`config.mk`:
```
export PLATFORM = sky130hd
export DESIGN_NAME = key_press_classifier
export DESIGN_NICKNAME = d
export VERILOG_FILES = /design/src/rtl/key_press_classifier.sv
export SDC_FILE = /design/constraint.sdc
export NUM_CORES = 1
export LEC_CHECK = 0
export ABC_AREA = 1
export BUFFER_PORTS_ARGS = -buffer_cell sky130_fd_sc_hd__buf_4
export CORE_MARGIN = 5
export CORE_UTILIZATION = 60
export DETAILED_ROUTE_END_ITERATION = 10
export HOLD_SLACK_MARGIN = 0.12
export PLACE_DENSITY_LB_ADDON = 0.25
export SKIP_CTS_REPAIR_TIMING = 1
export SLEW_MARGIN = 20
export SYNTH_ARGS = -nofsm -noshare
export SYNTH_HDL_FRONTEND = slang
export SYNTH_SLANG_ARGS = --single-unit
```
`constraint.sdc`:
```
create_clock -name clk -period 2.1 [get_ports clk]
set_input_delay 0.105 -clock clk [delete_from_list [all_inputs] [get_ports clk]]
set_output_delay 0.105 -clock clk [all_outputs]
set_load 0.02 [all_outputs]
```
`src/rtl/key_press_classifier.sv`:
```
// ---------------------------------------------------------------------------
// key_press_classifier
//
// Classifies debounced key gestures (from key_filter) into short press,
// long press and double click, emitting one single-cycle pulse per gesture.
// Optionally emits auto-repeat pulses while a long press is held.
//
// Build option:
//   KEY_REPEAT_EN - when defined, HOLD runs a repeat counter and key_repeat
//                   pulses every REPEAT_CNT cycles; when undefined key_repeat
//                   is constant 0 and HOLD only waits for the release.
//
// Parameters:
//   LONG_CNT   - hold cycles that make a press "long"
//   DBL_CNT    - max release-to-second-press gap for a double click
//   REPEAT_CNT - auto-repeat period in cycles
//   CW         - counter width, 2**CW > max(LONG_CNT, DBL_CNT, REPEAT_CNT)
//
// Ports:
//   clk          - system clock
//   rst          - asynchronous reset, active low
//   key_flag     - one-cycle pulse on each debounced edge
//   key_state    - debounced level, 0 = pressed, 1 = released
//   short_press  - one-cycle pulse, short press recognised
//   long_press   - one-cycle pulse, long press recognised
//   double_click - one-cycle pulse, double click recognised
//   key_repeat   - one-cycle pulse per repeat period while held
//   busy         - high while the classifier is not idle
// ---------------------------------------------------------------------------
module key_press_classifier #(
    parameter int LONG_CNT   = 50_000_000,
    parameter int DBL_CNT    = 12_500_000,
    parameter int REPEAT_CNT = 5_000_000,
    parameter int CW         = 26
) (
    input  logic clk,
    input  logic rst,
    input  logic key_flag,
    input  logic key_state,
    output logic short_press,
    output logic long_press,
    output logic double_click,
    output logic key_repeat,
    output logic busy
);

    typedef enum logic [2:0] {
        IDLE   = 3'd0,
        PRESS1 = 3'd1,
        WAIT2  = 3'd2,
        PRESS2 = 3'd3,
        HOLD   = 3'd4
    } state_t;

    localparam logic [CW-1:0] LONG_LAST = CW'(LONG_CNT - 1);
    localparam logic [CW-1:0] DBL_LAST  = CW'(DBL_CNT - 1);
`ifdef KEY_REPEAT_EN
    localparam logic [CW-1:0] REP_LAST  = CW'(REPEAT_CNT - 1);
`endif

    state_t        state_r;
    logic [CW-1:0] cnt_r;
    logic          press_s;
    logic          release_s;

    // Edge decoding of the debouncer handshake
    assign press_s   = key_flag & ~key_state;
    assign release_s = key_flag &  key_state;

    // Gesture FSM with shared counter and registered event outputs.
    // Edge events are checked before terminal counts so that an edge in
    // the same cycle as a timeout wins. Edges that make no sense in the
    // current state fall through to the normal counting path.
    always_ff @(posedge clk or negedge rst) begin
        if (!rst) begin
            state_r      <= IDLE;
            cnt_r        <= '0;
            short_press  <= 1'b0;
            long_press   <= 1'b0;
            double_click <= 1'b0;
            key_repeat   <= 1'b0;
            busy         <= 1'b0;
        end else begin
            short_press  <= 1'b0;
            long_press   <= 1'b0;
            double_click <= 1'b0;
            key_repeat   <= 1'b0;
            busy         <= (state_r != IDLE);
            case (state_r)
                IDLE: begin
                    if (press_s) begin
                        state_r <= PRESS1;
                        cnt_r   <= '0;
                        busy    <= 1'b1;
                    end else begin
                        cnt_r   <= cnt_r;
                        busy    <= 1'b0;
                    end
                end
                PRESS1: begin
                    if (release_s) begin
                        state_r <= WAIT2;
                        cnt_r   <= '0;
                    end else if (cnt_r == LONG_LAST) begin
                        long_press <= 1'b1;
                        state_r    <= HOLD;
                        cnt_r      <= '0;
                    end else begin
                        cnt_r <= cnt_r + 1'b1;
                    end
                end
                WAIT2: begin
                    if (press_s) begin
                        state_r <= PRESS2;
                        cnt_r   <= '0;
                    end else if (cnt_r == DBL_LAST) begin
                        short_press <= 1'b1;
                        state_r     <= IDLE;
                        cnt_r       <= '0;
                        busy        <= 1'b0;
                    end else begin
                        cnt_r <= cnt_r + 1'b1;
                    end
                end
                PRESS2: begin
                    // No timeout here: the second press may be held freely
                    if (release_s) begin
                        double_click <= 1'b1;
                        state_r      <= IDLE;
                        cnt_r        <= '0;
                        busy         <= 1'b0;
                    end else begin
                        cnt_r <= cnt_r;
                    end
                end
                HOLD: begin
                    if (release_s) begin
                        state_r <= IDLE;
                        cnt_r   <= '0;
                        busy    <= 1'b0;
                    end else begin
`ifdef KEY_REPEAT_EN
                        if (cnt_r == REP_LAST) begin
                            key_repeat <= 1'b1;
                            cnt_r      <= '0;
                        end else begin
                            cnt_r <= cnt_r + 1'b1;
                        end
`else
                        cnt_r <= cnt_r;
`endif
                    end
                end
                default: begin
                    state_r <= IDLE;
                    cnt_r   <= '0;
                    busy    <= 1'b0;
                end
            endcase
        end
    end

endmodule

```
# [Yosys cells after proc, flatten, opt, wreduce, memory -nomap -nowiden]
# Cells that the tools add are included.
# Widths: inputs -> output; s select.
[totals] ff_bits=33 out_inout_bits=5 elab_cells=52
[op_classes] addsub=1 eq_ne=10 n_mux=27 bitwise_logic=3 reduce_logical=5
[ops] operator="$mux 26" count=6
[ops] operator="$pmux 26 s4" count=1
[ops] operator="$add 26x1->26 const B" count=1
[ops] operator="$eq 26x24->1 const B" count=1
[ops] operator="$eq 26x26->1 const B" count=1
[ops] operator="$mux 3" count=6
[ops] operator="$mux 1" count=12
[ops] operator="$pmux 3 s4" count=1
[ops] operator="$eq 3x2->1 const B" count=2
[ops] operator="$ne 3x3->1 const B" count=2
[ops] operator="$pmux 1 s4" count=1
[ops] operator="$reduce_and 4->1" count=1
[ops] operator="$eq 3x1->1 const B" count=1
[ops] operator="$eq 3x3->1 const B" count=1
[ops] operator="$logic_not 3->1" count=1
[ops] operator="$reduce_bool 3->1" count=1
[ops] operator="$and 1x1->1" count=2
[ops] operator="$ne 2x1->1 const B" count=1
[ops] operator="$ne 2x2->1 const B" count=1
[ops] operator="$reduce_and 2->1" count=1
[ops] operator="$reduce_or 2->1" count=1
[ops] operator="$not 1->1" count=1

# [Longest topological paths before layout]
[logic_depth] ltp_word=4 ltp_mapped=11 ltp_nobuf=11

# [Least setup slack after synthesis]
# No wires, ideal clock.
[synth_timing] path_kind="register to register" start="register cnt_r[1]" end="register cnt_r[24]" arrival_ps=1505 required_ps=1982 setup_slack_ps=477 path_stages_with_launch=12 n_path_buf=1 cell_sequence="dfrtp_1 -> ha_1 -> nand2_2 -> nor2_2 -> inv_1 -> nor2_2 -> nand4_1 -> nand2_2 -> nand3_4 -> inv_2 -> buf_6 -> nor2_1"
[synth_between] elab_chain_cells=4
[synth_rtl] element="start, declared" line="62" text="logic [CW-1:0] cnt_r;"
[synth_rtl] element="start signal, assigned" line="96" text="cnt_r <= cnt_r;"
[synth_rtl] element="start signal, assigned" line="109" text="cnt_r <= cnt_r + 1'b1;"
[synth_rtl] element="start signal, assigned" line="122" text="cnt_r <= cnt_r + 1'b1;"
[synth_rtl] element="$add 26x1->26 (tied with other cells)" line="109, 122"
[synth_rtl] element="$mux 26, on equally long branches" line="116, 104"
[synth_rtl] element="$mux 26, on equally long branches" line="113, 101"
[synth_rtl] element="$pmux 26 s4 (*)" line="89" text="case (state_r)"
# Every way passes the cells marked *; elsewhere a longest branch is shown, timed or not.
# A chain may end at the register's enable or synchronous reset.

# [Worst setup path after layout]
[layout_timing] start="input key_state" end="register cnt_r[22]"
[layout_between] elab_chain_cells=4
[layout_rtl] element="start, declared" line="39" text="input logic key_state,"
[layout_rtl] element="$not 1->1" line="67" text="assign press_s = key_flag & ~key_state;"
[layout_rtl] element="$and 1x1->1" line="67"
[layout_rtl] element="$mux 26 / $ne 2x2->1 (equally long branches)"
[layout_rtl] element="$pmux 26 s4 / $reduce_and 2->1 (equally long branches)"
# Parallel ways exist; a longest one is shown, timed or not.

==> impl_metrics.tcl <==
set metrics [dict create \
    synth-edff-count 0 \
    worstPathCellList "dlygate4sd3_1, buf_4, nor2_2, inv_1, nand2_1, nand2_2, inv_1, nand3_4, inv_2, nor2_1" \
    vias 1855 \
    outcome "finished clean" \
    worst_setup_hold_path_clk_slew_ns 0.10 \
    grt_remaining_overflow 0 \
    ir_drop_mv 0.581 \
    start_util_pct 62.1 \
    synth_seq_cells 33 \
    reg2reg_depth 10 \
    switchingPower_uw 695 \
    antenna_found_initial 0 \
    portBuffers 7 \
    setup_tns_ns 0 \
    dpl_worst_slack_ns 0.254 \
    synthTopCellsByCount "79 x nand2_1, 50 x nor2_1, 41 x inv_1" \
    cp_data_required_time_ns 2.32 \
    post_synth.cell_area_avg_um2 7.03 \
    swShare_pct 38.1 \
    synth_ff_type "dfrtp_1" \
    routed_wl_um 4950 \
    cp_max_fo 12 \
    timing.critical_path.mode_cell "inv_1" \
    root_buffer "clkbuf_4" \
    ys_seq_area_share_pct 39.8 \
    synth_most_common_cell "nand2_1" \
    skew_ns 0.00544 \
    ioPinCount 9 \
    rsz0062_at_grt "no" \
    p_seq_share_pct 40.3 \
    dp_hpwl_um 3740 \
    hold_viol 0 \
    grt_usage_pct 24.5 \
    drive_gt1_share_pct 9.29 \
    wl_per_cell_um 13.8 \
    cts_buffers 5 \
    post-route-drc-count 0 \
    crit_arrival_ns 2.15 \
    final_nets 316 \
    ant_nets 0 \
    viasPerCell 5.18 \
    layout_setup_ws_ns 0.172 \
    hold_class "input port to async pin" \
    p_int_uw 1130 \
    cap_violations 0 \
    syn_area_um2 2070 \
    antenna_cells 0 \
    synth_top_area_share_pct 39.8 \
    yosysWarnings 0 \
    cellLeakagePower_uw 0.00112 \
    htree_levels 2 \
    cts_sinks 33 \
    crit_path_start_kind "input port" \
    dieArea_um2 4730 \
    rows 21 \
    end_kind "flop" \
    grt_pass1_wl_um 8360 \
    drt-initial-drc-count 164 \
    min_period_ns 1.93 \
    cts_max_path_buffers 2 \
    coreArea_um2 3340 \
    grt_pass1_vias 1831 \
    instances_no_fill 358 \
    async_flop_share_pct 100 \
    first_pass_iters 4 \
    worstSetupPathType "input port to flop" \
    syn_to_final_growth_pct 10.7 \
    clkLatencyLatePin_ns 0.33 \
    dpl.cell_count 346 \
    post-route-period-util_pct 91.8 \
    die_width_um 68.8 \
    grt_max_degree 34 \
    yosys.area.top_type "dfrtp_1" \
    r2r_setup_slack_ns 0.21 \
    synthesis.nets 300 \
    place_congestion 0.937 \
    cts_tree "yes" \
    power.density_nw_per_um2 796 \
    comb_power_share_pct 32.2 \
    crit_slowest_cell "dlygate4sd3_1" \
    finalSetupViolCount 0 \
    fmax_ghz 0.519 \
    yosys-top-cells-area "dfrtp_1 40%, nand2_1 14%, nor2_1 9.1%" \
    syn_inst 295 \
    ys_types 28 \
    slowest_delay_ns 0.55 \
    dieHeight_um 68.8 \
    maxSlewViolCount 0 \
    clkPwrFrac_pct 27.5 \
]
==> registers in the layout, indices dropped and copies added, names as in the netlist <==
signal	flops
state_r	3
short_press	1
cnt_r	26
busy	1
long_press	1
double_click	1
==> worst paths after layout <==
check | start | to
hold reg to reg | state_r[0] | state_r[0]
max in group asynchronous | rst | cnt_r[3]
min in group clk | state_r[0] | state_r[0]
hold / removal | rst | cnt_r[15]
setup reg to reg | cnt_r[0] | cnt_r[22]
setup / recovery | key_state | cnt_r[22]
==> through the flow <==
step / util [%] / hold WS, ns / cell area (µm²) / power [µW]
CTS: 67.6 / -0.297 / 2250 / 1830
finish: 68.8 / 0.247 / 2290 / 1830
global placement: 65.0 / 0.0701 / 2170 / 1320
global route: 68.8 / 0.284 / 2290 / 1950
detailed placement: 65.0 / 0.0725 / 2170 / 1330
floorplan: - / -0.191 / 2070 / 1200
==> layout make-up <==
cell class	instances	area, µm²
multi-input combinational	215	1050
fill	302	1040
sequential	33	826
inverter	42	158
timing repair buffer	14	115
tap	46	57.6
clock buffer	7	55.1
clock inverter	1	30.0
==> metal layers <==
metal / global-route usage [%] / vias to the layer above / share of wire, % / routed length, µm
met1: 32.2 / 835 / 45 / 2240
li1: - / 950 / - / -
met3: 6.00 / 18 / 5.5 / 274
met2: 38.4 / 52 / 46 / 2290
met5: 0 / - / 0 / 0
met4: 10.2 / 0 / 2.9 / 143
==> worst max-delay path: cells and delay by family <==
family	cells	cell delay, ns
buf+inv	5	1.41
simple gates	5	0.61
==> power groups by stage <==
stage / sequential [µW] / clock [µW] / combinational, µW
after floorplan: 750 / 0 / 447
after global placement: 743 / 0 / 572
after detailed placement: 746 / 0 / 582
after CTS: 735 / 510 / 583
after global routing: 745 / 539 / 668
final: 736 / 502 / 589
==> cell families after synthesis <==
logic type	share of synthesized area, %
AO/OA/AOI/OAI	3.26
adder cells (fa/ha/maj)	0.603
XOR/XNOR	6.76
other	0.181
buffers and inverters	9.35
AND/OR/NAND/NOR	40.0
flip-flops	39.8
==> cell usage in the layout (no fill, tap or decap), drive strengths merged, types with 3 or more instances in the layout <==
master       instances
nand4               12
xor2                12
nor2                53
nand3b               3
inv                 42
buf                 10
clkbuf               7
dfrtp               33
nor3                 9
xnor2                4
dlygate4sd3          4
nand3               23
nand2               84
o21ai                5
(Power assumes the default switching activity.)
